<file path="config.mk">
export PLATFORM = sky130hd
export DESIGN_NAME = input_port_ctrl
export DESIGN_NICKNAME = d
export VERILOG_FILES = /design/src/rtl/noc_pkg.sv /design/src/rtl/flit_fifo.sv /design/src/rtl/input_port_ctrl.sv
export SDC_FILE = /design/constraint.sdc
export NUM_CORES = 1
export LEC_CHECK = 0
export CORE_ASPECT_RATIO = 1.4
export CORE_UTILIZATION = 32
export CTS_CLUSTER_DIAMETER = 60
export CTS_CLUSTER_SIZE = 20
export DETAILED_ROUTE_END_ITERATION = 16
export SYNTH_ARGS = -nofsm -noshare
export SYNTH_HDL_FRONTEND = slang
export SYNTH_HIERARCHICAL = 1
export SYNTH_SLANG_ARGS = --single-unit
</file>
<file path="constraint.sdc">
create_clock -name clk_t -period 3.8 [get_ports clk_t]
set_clock_uncertainty 0.05 [all_clocks]
set_input_delay 0.76 -clock clk_t [delete_from_list [all_inputs] [get_ports clk_t]]
set_output_delay 0.76 -clock clk_t [all_outputs]
set_load 0.1 [all_outputs]
</file>
<file path="src/rtl/noc_pkg.sv">
// Shared mesh-router definitions: flit geometry, flit type codes, input-port
// packet states and the output-port codes exchanged with the RCU.
package noc_pkg;

    localparam int FW    = 39;   // MSB index of a flit (flit is FW+1 bits)
    localparam int DEPTH = 4;    // input buffer entries, power of two
    localparam int AW    = 2;    // log2(DEPTH)

    // Flit type lives in the two MSBs of every flit.
    typedef enum logic [1:0] {
        FT_INV  = 2'b00,
        FT_TAIL = 2'b01,
        FT_BODY = 2'b10,
        FT_HDR  = 2'b11
    } flit_type_e;

    // One-hot packet state presented to the RCU; bit 1 marks ROUTE.
    typedef enum logic [2:0] {
        ST_IDLE   = 3'b001,
        ST_ROUTE  = 3'b010,
        ST_ACTIVE = 3'b100
    } port_state_e;

    // Output-port codes produced by the RCU for the crossbar.
    typedef enum logic [2:0] {
        OP_LOCAL = 3'd0,
        OP_NORTH = 3'd1,
        OP_EAST  = 3'd2,
        OP_SOUTH = 3'd3,
        OP_WEST  = 3'd4
    } out_port_e;

    function automatic flit_type_e flit_type(input logic [FW:0] flit);
        return flit_type_e'(flit[FW:FW-1]);
    endfunction

endpackage

</file>
<file path="src/rtl/flit_fifo.sv">
// Circular flit buffer: DEPTH entries, wrapping pointers, occupancy count.
// A push and a pop in the same cycle are allowed even when full.
module flit_fifo #(
    parameter int W     = 40,
    parameter int DEPTH = 4,
    parameter int AW    = 2
) (
    input  logic         clk_t,
    input  logic         rst_t,
    input  logic         push,
    input  logic         pop,
    input  logic [W-1:0] wdata,
    output logic [W-1:0] rdata,
    output logic         full,
    output logic         empty
);

    localparam logic [AW-1:0] PTR_ONE  = 1;
    localparam logic [AW:0]   CNT_ONE  = 1;
    localparam logic [AW:0]   CNT_FULL = DEPTH[AW:0];

    logic [W-1:0]  mem_q [DEPTH];
    logic [AW-1:0] wr_ptr_q, rd_ptr_q;
    logic [AW:0]   count_q, count_d;

    // Storage write on push.
    // NOTE: the data array is deliberately not reset; occupancy is defined
    // only by the pointers and count, so stale entries are never observed.
    always_ff @(posedge clk_t) begin
        if (push) begin
            mem_q[wr_ptr_q] <= wdata;
        end
    end

    // Occupancy after this cycle's push/pop.
    // NOTE: every combinational output gets a default first so no latch is inferred.
    always_comb begin
        count_d = count_q;
        case ({push, pop})
            2'b10:   count_d = count_q + CNT_ONE;
            2'b01:   count_d = count_q - CNT_ONE;
            default: count_d = count_q;
        endcase
    end

    // Pointer and count registers; pointers wrap naturally at DEPTH.
    // NOTE: sequential state uses non-blocking assignments only.
    always_ff @(posedge clk_t or negedge rst_t) begin
        if (!rst_t) begin
            wr_ptr_q <= '0;
            rd_ptr_q <= '0;
            count_q  <= '0;
        end else begin
            if (push) wr_ptr_q <= wr_ptr_q + PTR_ONE;
            if (pop)  rd_ptr_q <= rd_ptr_q + PTR_ONE;
            count_q <= count_d;
        end
    end

    assign rdata = mem_q[rd_ptr_q];
    assign full  = (count_q == CNT_FULL);
    assign empty = (count_q == '0);

endmodule

</file>
<file path="src/rtl/input_port_ctrl.sv">
// Router input port: buffers flits, walks each packet through
// IDLE -> ROUTE -> ACTIVE, requests the switch allocator for the buffered
// flits of the current packet, and returns one credit per forwarded flit.
module input_port_ctrl
    import noc_pkg::*;
(
    input  logic        clk_t,
    input  logic        rst_t,
    input  logic [FW:0] flit_in,
    input  logic        valid_in,
    output logic        credit_out,
    output logic [FW:0] flit_out,
    output logic [2:0]  state,
    output logic        req,
    input  logic        grant,
    output logic        drop_err,
    output logic        ovf_err
);

    port_state_e state_q, state_d;
    flit_type_e  head_type;
    logic        full, empty;
    logic        fwd_pop, drop_pop, pop, push, ovf_set;
    logic        credit_q, drop_q, ovf_q;

    flit_fifo #(
        .W     (FW + 1),
        .DEPTH (DEPTH),
        .AW    (AW)
    ) u_fifo (
        .clk_t (clk_t),
        .rst_t (rst_t),
        .push  (push),
        .pop   (pop),
        .wdata (flit_in),
        .rdata (flit_out),
        .full  (full),
        .empty (empty)
    );

    assign head_type = flit_type(flit_out);

    // Packet FSM next state, allocator request and stray-flit discard.
    always_comb begin
        state_d  = state_q;
        req      = 1'b0;
        drop_pop = 1'b0;
        case (state_q)
            ST_IDLE: begin
                if (!empty) begin
                    if (head_type == FT_HDR) state_d  = ST_ROUTE;
                    else                     drop_pop = 1'b1;
                end
            end
            ST_ROUTE: begin
                // RCU captures its output-port decision at the end of this cycle.
                state_d = ST_ACTIVE;
            end
            ST_ACTIVE: begin
                req = !empty;
                if (req && grant && head_type == FT_TAIL) state_d = ST_IDLE;
            end
            default: state_d = ST_IDLE;
        endcase
    end

    // A full buffer still accepts a flit when a slot frees in the same cycle.
    assign fwd_pop = req && grant;
    assign pop     = fwd_pop || drop_pop;
    assign push    = valid_in && (!full || pop);
    assign ovf_set = valid_in && full && !pop;

    // State, registered credit/drop pulses and the sticky overflow flag.
    always_ff @(posedge clk_t or negedge rst_t) begin
        if (!rst_t) begin
            state_q  <= ST_IDLE;
            credit_q <= 1'b0;
            drop_q   <= 1'b0;
            ovf_q    <= 1'b0;
        end else begin
            state_q  <= state_d;
            credit_q <= fwd_pop;
            drop_q   <= drop_pop;
            ovf_q    <= ovf_q || ovf_set;
        end
    end

    assign state      = state_q;
    assign credit_out = credit_q;
    assign drop_err   = drop_q;
    assign ovf_err    = ovf_q;

endmodule

</file>
==> qor.json <==
{
  "run_status": "finished, final reports clean",
  "routed.top_layer": "met4",
  "layout.filler_cells": 1737,
  "grt_pass1_vias": 3244,
  "cts_hold_buf": 0,
  "cp-start-kind": "flip-flop",
  "drcViolationCount": 0,
  "globalRouteOverflowTotal": 0,
  "grt_setup_unrepaired": "no",
  "wp_data_required_ns": 2.99,
  "die_width_um": 123,
  "post_cts_resized": 0,
  "final_area_mm2": 0.00825,
  "layout-drive-gt1-share_pct": 32.1,
  "num_antenna_cells": 0,
  "crit_path_end_kind": "primary output",
  "route.antenna.remaining_nets": 0,
  "finish.net_count": 430,
  "wl_per_cell_um": 18.4,
  "clkSlewWorstSetupHoldPaths_ns": 0.07,
  "min_period_ns": 3.29,
  "cts_sinks": 173,
  "hpwlAfterDp_mm": 7.52,
  "synth.distinct_cells": 32,
  "synth_top_area_share_pct": 73.7,
  "met1Wirelength_mm": 4.77,
  "placement.io_buffers": 90,
  "postSynthNetCount": 324,
  "synth_area_leader_cell": "sky130_fd_sc_hd__edfxtp_1",
  "cts_htree_levels": 4,
  "tightestPinTransition_ns": 0.964,
  "timing.final.setup_violations": 0,
  "num_rows": 61,
  "hold_violations": 0,
  "cell_with_the_most_instances_on_the_worst_path": "sky130_fd_sc_hd__buf_4",
  "setup.worst_path.class": "reg -> out",
  "die-height_um": 171,
  "cts_root_buf": "sky130_fd_sc_hd__clkbuf_16",
  "synthArstFlopShare_pct": 7.51,
  "critical-path-max-stage-delay_ns": 0.65,
  "synthesis.area_per_instance_um2": 23.8,
  "critPathSlowestCell": "sky130_fd_sc_hd__dfrtp_4",
  "period_share_pct": 86.6,
  "io-pin-count": 91,
  "path_cells": "buf_4 -> mux4_1 -> buf_4",
  "grt_first_pass_wirelength_mm": 18.3,
  "detail_route.wirelength_mm": 11.9,
  "postCtsSetupBuffers": 0,
  "drt_iter0_drc": 150,
  "routed_via_density": 4.68,
  "dp.cells": 613,
  "synthToLayoutAreaGrowth_pct": 26.5,
  "die_area_mm2": 0.0210,
  "layout.cells.non_filler": 645,
  "worstPathMaxFanout": 26,
  "insertion_delay_ns": 0.41,
  "synth_enable_flop_cells": 160,
  "ys_seq_elements": 173,
  "slew-limit-headroom_pct": 35.5,
  "cts-buffers-inserted": 17,
  "post_synth_main_area_contributors": "sky130_fd_sc_hd__edfxtp_1 (74%), sky130_fd_sc_hd__mux4_2 (13%), sky130_fd_sc_hd__dfrtp_1 (4.6%), sky130_fd_sc_hd__buf_12 (1.2%), sky130_fd_sc_hd__ha_1 (0.96%)",
  "netlist_instances": 274,
  "wl_met2_mm": 6.55,
  "dr.pass1.iters": 4,
  "start_util_pct": 32.7,
  "top_achievable_clock_speed_ghz": 0.304,
  "synth.most_common_cell": "sky130_fd_sc_hd__edfxtp_1",
  "finalMaxSlewViolations": 0,
  "timing.setup.tns_ns": 0,
  "global_route_total_usage_across_every_layer_pct": 12.2,
  "utilization_pct": 41.4,
  "tritoncts": "yes",
  "met3_length_um": 389,
  "initial_antenna_violation_count": 0,
  "seq_area_frac_synth_pct": 78.7,
  "placement.cell_area_mm2": 0.00763,
  "synth-warning-count": 6,
  "core-area_mm2": 0.0199,
  "synth.cell_area_mm2": 0.00652,
  "synth_flop_cell": "sky130_fd_sc_hd__edfxtp_1",
  "vias": 3017,
  "clk_path_buf_depth": 2,
  "cp_data_arrival_time_ns": 2.48,
  "grt_max_degree": 27,
  "maxCapViolCount": 0,
  "ys_top_cells_by_count": "sky130_fd_sc_hd__edfxtp_1 (160), sky130_fd_sc_hd__mux4_2 (38), sky130_fd_sc_hd__dfrtp_1 (12)",
  "routabilityCongestion": 0.670,
  "hold_path_class": "reg -> reg"
}
-- metal layers --
layer | track usage (%) | vias up
li1 | - | 1342
met5 | 0 | -
met3 | 2.63 | 11
met4 | 5.41 | 0
met1 | 14.3 | 1596
met2 | 21.1 | 68
-- worst paths after layout --
kind	start	to	slack (ns)	depth (start not counted)
min in group asynchronous	rst_t	credit_out$_DFF_PN0_	0.67	1
max in group asynchronous	rst_t	u_fifo/rd_ptr_q[0]$_DFFE_PN0P_	2.60	1
worst min register to register	ovf_err$_DFF_PN0_	ovf_err$_DFF_PN0_	0.45	1
worst min-delay path	ovf_err$_DFF_PN0_	ovf_err$_DFF_PN0_	0.45	1
worst max-delay path	u_fifo/rd_ptr_q[0]$_DFFE_PN0P_	flit_out[0]	0.51	3
worst max register to register	u_fifo/rd_ptr_q[0]$_DFFE_PN0P_	u_fifo/mem_q[3][21]$_DFFE_PP_	0.75	7
-- final cells by class --
type / instances / area, um^2 / area share, %
Timing Repair Buffer: 97 / 901 / 10.9
Clock inverter: 15 / 193 / 2.34
Clock buffer: 17 / 425 / 5.16
Sequential cell: 173 / 5140 / 62.3
Tap cell: 252 / 315 / 3.82
Multi-Input combinational cell: 83 / 1250 / 15.1
Inverter: 8 / 30.0 / 0.364
-- worst max-delay path: cells and delay by family, from the launching register on --
| family | cells | cell delay (ns) |
|---|---|---|
| multiplexers | 1 | 0.61 |
| flip-flops | 1 | 0.65 |
| buffers and inverters | 2 | 0.78 |
-- layout by cell type, fill, tap and decap left out, drive strengths merged, types with 3 or more instances in the layout --
master / synthesis / routed
inv: 8 / 17
nand2b: 3 / 3
and2: 5 / 5
clkinv: 0 / 3
edfxtp: 160 / 160
clkbuf: 1 / 17
clkdlybuf4s50: 0 / 49
dfrtp: 12 / 12
buf: 9 / 48
xor2: 4 / 4
ha: 5 / 5
mux4: 40 / 40
nand2: 4 / 4
-- registers in the layout, summed over array words and instances, names as in the netlist --
register	flops
u_fifo/count_q	3
ovf_err	1
u_fifo/rd_ptr_q	2
u_fifo/wr_ptr_q	2
u_fifo/mem_q	160
credit_out	1
drop_err	1
state	3
-- cells by family after synthesis --
family	synth area share, %
AND/OR/NAND/NOR	2.09
flip-flops	78.7
buffers and inverters	2.23
XOR/XNOR	0.806
AO/OA/AOI/OAI	0.960
multiplexers	13.9
adder cells (fa/ha/maj)	1.27
-- stage by stage --
stage | hold slack, ns | setup WS [ns]
floorplan | 0.407 | 0.318
global placement | 0.422 | 0.766
detailed placement | 0.420 | 0.707
CTS | 0.438 | 0.388
global route | 0.467 | 0.305
finish | 0.446 | 0.508
Power is left out: the tool's default activity adds up to more than one toggle a clock period on the data nets, which glitch-free logic cannot reach.
